<file path="config.mk">
export PLATFORM = sky130hd
export DESIGN_NAME = pipeline_hazard_ctrl_flat
export DESIGN_NICKNAME = d
export VERILOG_FILES = /design/src/rtl/pipe_pkg.sv /design/src/rtl/pipeline_hazard_ctrl_if.sv /design/src/rtl/pipeline_hazard_ctrl_hazard_detect.sv /design/src/rtl/pipeline_hazard_ctrl.sv /design/src/flat_wrapper.sv
export SDC_FILE = /design/constraint.sdc
export NUM_CORES = 1
export LEC_CHECK = 0
export BUFFER_PORTS_ARGS = -buffer_cell sky130_fd_sc_hd__buf_2
export CAP_MARGIN = 15
export CORE_MARGIN = 5
export CORE_UTILIZATION = 51
export CTS_CLUSTER_SIZE = 10
export DETAILED_ROUTE_END_ITERATION = 10
export PLACE_DENSITY = 0.79
export SYNTH_ARGS = -nofsm -noshare
export SYNTH_HDL_FRONTEND = slang
export SYNTH_SLANG_ARGS = --single-unit
</file>
<file path="constraint.sdc">
create_clock -name clk -period 2.46 [get_ports clk]
set_input_delay 0.369 -clock clk [delete_from_list [all_inputs] [get_ports clk]]
set_output_delay 0.369 -clock clk [all_outputs]
set_load 0.05 [all_outputs]
</file>
<file path="src/rtl/pipe_pkg.sv">
// Shared types and constants for the pipeline hazard/flush controller.
// Latency: n/a (declarations only). Backpressure: n/a.
// Build option: FORWARDING_EN selects the load-use-only hazard rule in hazard_detect.
package pipe_pkg;

    localparam int REG_IDX_W = 4;
    localparam logic [REG_IDX_W-1:0] PC_REG = 4'd15;

    typedef enum logic {
        ST_IDLE  = 1'b0,
        ST_FLUSH = 1'b1
    } hz_state_e;

endpackage

</file>
<file path="src/rtl/pipeline_hazard_ctrl_if.sv">
// Bundle between the ID/EXE pipeline registers and the hazard controller.
// Latency: n/a (wires only). Backpressure: freeze is the only stall; no handshake.
// Build option: FORWARDING_EN leaves mem_wb_en/mem_dest unread by the controller.
interface pipeline_hazard_ctrl_if #(
    parameter int CNT_W = 16
);
    import pipe_pkg::*;

    logic [REG_IDX_W-1:0] src1;
    logic [REG_IDX_W-1:0] src2;
    logic                 two_src;
    logic                 src1_vld;
    logic                 exe_B;
    logic                 exe_wb_en;
    logic                 exe_mem_r_en;
    logic [REG_IDX_W-1:0] exe_dest;
    logic                 mem_wb_en;
    logic [REG_IDX_W-1:0] mem_dest;
    logic                 freeze;
    logic                 flush_if_id;
    logic                 flush_id_ex;
    logic [CNT_W-1:0]     stall_cnt;
    logic [CNT_W-1:0]     flush_cnt;

    // Pipeline side: supplies stage fields, consumes control.
    modport master (
        output src1, src2, two_src, src1_vld, exe_B, exe_wb_en, exe_mem_r_en,
               exe_dest, mem_wb_en, mem_dest,
        input  freeze, flush_if_id, flush_id_ex, stall_cnt, flush_cnt
    );

    // Controller side.
    modport slave (
        input  src1, src2, two_src, src1_vld, exe_B, exe_wb_en, exe_mem_r_en,
               exe_dest, mem_wb_en, mem_dest,
        output freeze, flush_if_id, flush_id_ex, stall_cnt, flush_cnt
    );

endinterface

</file>
<file path="src/rtl/pipeline_hazard_ctrl_hazard_detect.sv">
// Data-hazard detection between the ID sources and the EXE/MEM destinations.
// Latency: purely combinational. Backpressure: none; result feeds the freeze logic.
// Build option: FORWARDING_EN -> only EXE-stage load-use counts; otherwise any pending EXE/MEM write.
module hazard_detect
    import pipe_pkg::*;
(
    input  logic [REG_IDX_W-1:0] src1_i,
    input  logic [REG_IDX_W-1:0] src2_i,
    input  logic                 two_src_i,
    input  logic                 src1_vld_i,
    input  logic                 exe_wb_en_i,
    input  logic                 exe_mem_r_en_i,
    input  logic [REG_IDX_W-1:0] exe_dest_i,
    input  logic                 mem_wb_en_i,
    input  logic [REG_IDX_W-1:0] mem_dest_i,
    output logic                 hazard_o
);

    // R15 is deliberately treated like any other register index.
    function automatic logic src_match(input logic [REG_IDX_W-1:0] dest);
        return (src1_vld_i && (src1_i == dest)) || (two_src_i && (src2_i == dest));
    endfunction

`ifdef FORWARDING_EN
    logic unused_mem_ok;
    assign unused_mem_ok = &{1'b0, mem_wb_en_i, mem_dest_i};

    assign hazard_o = exe_wb_en_i && exe_mem_r_en_i && src_match(exe_dest_i);
`else
    logic unused_rd_ok;
    assign unused_rd_ok = &{1'b0, exe_mem_r_en_i};

    assign hazard_o = (exe_wb_en_i && src_match(exe_dest_i))
                   || (mem_wb_en_i && src_match(mem_dest_i));
`endif

endmodule

</file>
<file path="src/rtl/pipeline_hazard_ctrl.sv">
// Freeze/flush control for the IF/ID and ID/EXE registers plus debug event counters.
// Latency: controls are combinational (same cycle); counters update on the next edge.
// Backpressure: freeze holds PC and IF/ID; a taken branch overrides any stall. Option: FORWARDING_EN.
module pipeline_hazard_ctrl
    import pipe_pkg::*;
#(
    parameter int FLUSH_CYCLES = 1,
    parameter int CNT_W        = 16
) (
    input  logic                  clk,
    input  logic                  rst,
    pipeline_hazard_ctrl_if.slave hz
);

    localparam logic [2:0] FCNT_INIT = (FLUSH_CYCLES > 1) ? 3'(FLUSH_CYCLES - 2) : 3'd0;

    hz_state_e        state_q;
    logic [2:0]       fcnt_q;
    logic [CNT_W-1:0] stall_cnt_q, stall_cnt_d;
    logic [CNT_W-1:0] flush_cnt_q, flush_cnt_d;
    logic             hazard;
    logic             br_taken;
    logic             brflush;
    logic             freeze;

    hazard_detect u_hazard_detect (
        .src1_i         (hz.src1),
        .src2_i         (hz.src2),
        .two_src_i      (hz.two_src),
        .src1_vld_i     (hz.src1_vld),
        .exe_wb_en_i    (hz.exe_wb_en),
        .exe_mem_r_en_i (hz.exe_mem_r_en),
        .exe_dest_i     (hz.exe_dest),
        .mem_wb_en_i    (hz.mem_wb_en),
        .mem_dest_i     (hz.mem_dest),
        .hazard_o       (hazard)
    );

    // A branch seen while already flushing is itself a bubble: not accepted, not counted.
    assign br_taken = (state_q == ST_IDLE) && hz.exe_B;
    assign brflush  = rst && ((state_q == ST_FLUSH) || br_taken);
    assign freeze   = rst && hazard && !brflush;

    assign hz.freeze      = freeze;
    assign hz.flush_if_id = brflush;
    assign hz.flush_id_ex = brflush || freeze;
    assign hz.stall_cnt   = stall_cnt_q;
    assign hz.flush_cnt   = flush_cnt_q;

    always_comb begin
        stall_cnt_d = stall_cnt_q;
        flush_cnt_d = flush_cnt_q;
        if (freeze && (stall_cnt_q != {CNT_W{1'b1}}))
            stall_cnt_d = stall_cnt_q + CNT_W'(1);
        if (br_taken && (flush_cnt_q != {CNT_W{1'b1}}))
            flush_cnt_d = flush_cnt_q + CNT_W'(1);
    end

    always_ff @(posedge clk) begin
        if (!rst) begin
            state_q     <= ST_IDLE;
            fcnt_q      <= 3'd0;
            stall_cnt_q <= '0;
            flush_cnt_q <= '0;
        end else begin
            stall_cnt_q <= stall_cnt_d;
            flush_cnt_q <= flush_cnt_d;
            case (state_q)
                ST_IDLE: begin
                    if (hz.exe_B && (FLUSH_CYCLES > 1)) begin
                        state_q <= ST_FLUSH;
                        fcnt_q  <= FCNT_INIT;
                    end
                end
                ST_FLUSH: begin
                    if (fcnt_q == 3'd0)
                        state_q <= ST_IDLE;
                    else
                        fcnt_q <= fcnt_q - 3'd1;
                end
                default: state_q <= ST_IDLE;
            endcase
        end
    end

endmodule

</file>
<file path="src/flat_wrapper.sv">
// flat-port wrapper written by rule: the top's interface ports become plain ports
module pipeline_hazard_ctrl_flat import pipe_pkg::*;
#(
    parameter int FLUSH_CYCLES = 1,
    parameter int CNT_W        = 16
)
  (clk, rst, hz_src1, hz_src2, hz_two_src, hz_src1_vld, hz_exe_B, hz_exe_wb_en, hz_exe_mem_r_en, hz_exe_dest, hz_mem_wb_en, hz_mem_dest, hz_freeze, hz_flush_if_id, hz_flush_id_ex, hz_stall_cnt, hz_flush_cnt);
  pipeline_hazard_ctrl_if #(.CNT_W(CNT_W)) hz_i ();
  input  logic clk;
  input  logic rst;
  input wire logic [$bits(hz_i.src1)-1:0] hz_src1;
  input wire logic [$bits(hz_i.src2)-1:0] hz_src2;
  input wire logic [$bits(hz_i.two_src)-1:0] hz_two_src;
  input wire logic [$bits(hz_i.src1_vld)-1:0] hz_src1_vld;
  input wire logic [$bits(hz_i.exe_B)-1:0] hz_exe_B;
  input wire logic [$bits(hz_i.exe_wb_en)-1:0] hz_exe_wb_en;
  input wire logic [$bits(hz_i.exe_mem_r_en)-1:0] hz_exe_mem_r_en;
  input wire logic [$bits(hz_i.exe_dest)-1:0] hz_exe_dest;
  input wire logic [$bits(hz_i.mem_wb_en)-1:0] hz_mem_wb_en;
  input wire logic [$bits(hz_i.mem_dest)-1:0] hz_mem_dest;
  output wire logic [$bits(hz_i.freeze)-1:0] hz_freeze;
  output wire logic [$bits(hz_i.flush_if_id)-1:0] hz_flush_if_id;
  output wire logic [$bits(hz_i.flush_id_ex)-1:0] hz_flush_id_ex;
  output wire logic [$bits(hz_i.stall_cnt)-1:0] hz_stall_cnt;
  output wire logic [$bits(hz_i.flush_cnt)-1:0] hz_flush_cnt;
  assign hz_i.src1 = hz_src1;
  assign hz_i.src2 = hz_src2;
  assign hz_i.two_src = hz_two_src;
  assign hz_i.src1_vld = hz_src1_vld;
  assign hz_i.exe_B = hz_exe_B;
  assign hz_i.exe_wb_en = hz_exe_wb_en;
  assign hz_i.exe_mem_r_en = hz_exe_mem_r_en;
  assign hz_i.exe_dest = hz_exe_dest;
  assign hz_i.mem_wb_en = hz_mem_wb_en;
  assign hz_i.mem_dest = hz_mem_dest;
  assign hz_freeze = hz_i.freeze;
  assign hz_flush_if_id = hz_i.flush_if_id;
  assign hz_flush_id_ex = hz_i.flush_id_ex;
  assign hz_stall_cnt = hz_i.stall_cnt;
  assign hz_flush_cnt = hz_i.flush_cnt;
  pipeline_hazard_ctrl #(.FLUSH_CYCLES(FLUSH_CYCLES), .CNT_W(CNT_W)) u_core (.clk(clk), .rst(rst), .hz(hz_i));
endmodule
</file>
==> metrics.cfg <==
[power_and_ir_drop]
leakage_nw=0.982
p_int_mw=0.878
switching_power_mw=0.286
p_per_area_nw_per_um2=492
finalPower_mw=1.16
seqPwrFrac_pct=50.9
clockPowerShare_pct=38.5
sw_frac_of_total_pct=24.6
ir_drop_uv=286
combPwrFrac_pct=10.6

[worst_setup_path]
worstSetupPathType=register to register
path_max_fanout=16
start_kind=register
required_ns=2.68
reg2regPathDepth=7
cp-end-kind=register
arrival_ns=2.36

[route]
drtAntennaViolNets=0
dr.pass1.iters=4
avgViaCountPerCell=5.54
routed_wirelength_mm=4.33
initialDrtViolationCount=115
wl_met2_mm=2.02
dr_total_vias=1883
wl_per_cell_um=12.7
drc=0
top_layer_used=met4
met1_length_mm=1.97
wl_met3_um=275

[sta]
fmax_ghz=0.468
min_period_ns=2.14
worst_slew_margin_rel_pct=36.1
whs_ns=0.457
finalSetupViolations=0
hold_viol=0
finClkSkew_ns=0.00329
tns_ns=0
tightest_slew_ns=0.955
slew_viol_final=0
rsz0062_at_grt=false
finalCritPeriodShare_pct=87.0

[cells_and_area]
fillerInstances=335
nets=320
area_delta_synth_final_pct=21.2
antennaDiodeCount=0
postLayoutCellArea_um2=2360
seqCellArea_um2=721
multi_input_area_um2=1170
layout-drive-gt1-share_pct=24.0

[flow_run]
maxCapViolations=0

[synthesis]
ys.flop_type=dfxtp_1
async_flop_share_pct=0
syn-cell-area_um2=1950
synth-seq-cells=36
syn-num-nets=263
synth_cells=235
avgSynthCellArea_um2=8.30
yosysUniqueCellTypes=35
yosysWarningCount=0
synth_edf_count=0
ys_seq_area_share_pct=36.9

[clock_tree]
cts_buffers=5
hold_buffers=0
clock_path_buffers=2
cts.clk_slew.worst_paths_ns=0.07
cts_setup_buffers=0
worstSkewPairLatency_ns=0.29
htreeDepth=2
cts_tree=built
clock-sinks=36
post_cts_resized=0
cts-root-buf=clkbuf_8

[placement]
gp_congestion=0.793
numPortBuffers=57
dpl-instance-area_um2=2270
place_hpwl_mm=3.25

[floorplanning]
io_pins=59
dieWidth_um=71.8
core_area_um2=3690
rows=22
dieArea_um2=5160
die_h_um=71.8
start_util_pct=52.9

[global_route]
grt_max_degree=31
grt.overflow.total=0
grt_pass1_wl_mm=7.50
antenna_found_initial=0
grtUsageTotal_pct=17.8
first_global_vias=1735

[run_status]
status=finished clean

[worst_hold_path]
min_path_type=input port to register
min_path_cells=2

layout make-up:
type / count / area share, %
clock buffers: 7 / 4.08
multi-input cells: 185 / 49.4
repair buffers: 59 / 12.7
inverters: 5 / 0.794
well taps: 48 / 2.54
flip-flops and latches: 36 / 30.5
layout by cell type (no fill, tap or decap):
cell type / instances
a21oi_1: 15
a311oi_1: 1
a31o_2: 1
a31oi_1: 2
and2_1: 4
and3_1: 6
and4_1: 2
and4_4: 2
buf_2: 57
buf_4: 2
clkbuf_8: 7
dfxtp_1: 36
ha_1: 4
inv_1: 5
mux2i_1: 3
nand2_1: 18
nand2b_1: 5
nand3_1: 11
nand3_2: 1
nand4_1: 16
nor2_1: 22
nor3_1: 10
nor3b_1: 1
nor4_1: 5
o211a_1: 1
o21a_1: 1
o21ai_0: 6
o31a_1: 1
o31ai_1: 7
o41ai_1: 1
or3_1: 3
or4_1: 7
or4b_1: 1
xnor2_1: 7
xor2_1: 21
Yosys cell counts (2+ instances only):
cell type  instances  share of area, %
inv_1              5              0.96
nor2_1            22               4.2
ha_1               4               2.6
xor2_1            21               9.4
nand4_1           16               5.1
a21oi_1           15               3.8
or4_1              7               2.7
a31oi_1            2              0.64
o21ai_0            6               1.5
o31ai_1            7               2.7
and2_1             4               1.3
buf_2              2              0.51
and4_1             2              0.90
and3_1             6               1.9
nor3_1            10               2.6
nand3_1           11               2.8
nand2_1           18               3.5
or3_1              3              0.96
nor4_1             5               1.6
xnor2_1            7               3.1
dfxtp_1           36                37
nand2b_1           5               1.6
and4_4             2               1.2
clkbuf_1           6               1.2
mux2i_1            3               1.5
cells by family (layout without fill, tap and decap cells):
family | after synthesis | after routing | share of synthesized area, %
simple gates | 114 | 114 | 31.8
compound gates | 36 | 36 | 11.4
flops | 36 | 36 | 36.9
xor+xnor | 28 | 28 | 12.6
buf+inv | 14 | 71 | 3.21
fa+ha+maj | 4 | 4 | 2.57
mux | 3 | 3 | 1.54
power groups by stage:
stage | combinational [mW] | clock [mW] | sequential, mW
finish | 0.123 | 0.448 | 0.592
global route | 0.135 | 0.494 | 0.592
CTS | 0.124 | 0.463 | 0.592
detailed placement | 0.124 | 0 | 0.606
global placement | 0.121 | 0 | 0.605
floorplan | 0.0673 | 0 | 0.618
through the flow:
| step | utilization (%) | worst slack [ns] | cells |
|---|---|---|---|
| 5_1_grt | 64.1 | 0.148 | 340 |
| 3_3_place_gp | 61.5 | 0.363 | 333 |
| 6_report | 64.1 | 0.321 | 340 |
| 3_5_place_dp | 61.5 | 0.341 | 333 |
| 4_1_cts | 64.1 | 0.325 | 340 |
| 2_1_floorplan | - | 0.00928 | 235 |
routing by layer:
layer	GRT usage, %	vias to the layer above
li1	-	974
met4	7.10	0
met5	0	-
met2	29.1	51
met3	4.49	6
met1	22.3	852
path summary, 6_finish.rpt:
path | slack, ns | start | end
min | 0.46 | rst | u_core.hz.stall_cnt[8]
max reg2reg | 0.32 | u_core.hz.stall_cnt[0] | u_core.hz.stall_cnt[4]
max | 0.32 | u_core.hz.stall_cnt[0] | u_core.hz.stall_cnt[4]
min reg2reg | 0.48 | u_core.fcnt_q[1] | u_core.fcnt_q[1]
sequential cells by signal (all words and copies together) (netlist names):
register,cells
u_core.hz.stall_cnt,16
u_core.state_q,1
u_core.hz.flush_cnt,16
u_core.fcnt_q,3
worst max-delay path: stages, from the launching register on:
cell	delay, ns
dfxtp_1	0.34
ha_1	0.25
and2_1	0.20
and4_4	0.20
nand3_2	0.09
nand2_1	0.29
or4_1	0.56
a21oi_1	0.15
No activity file was read; power rests on OpenSTA's default activity.
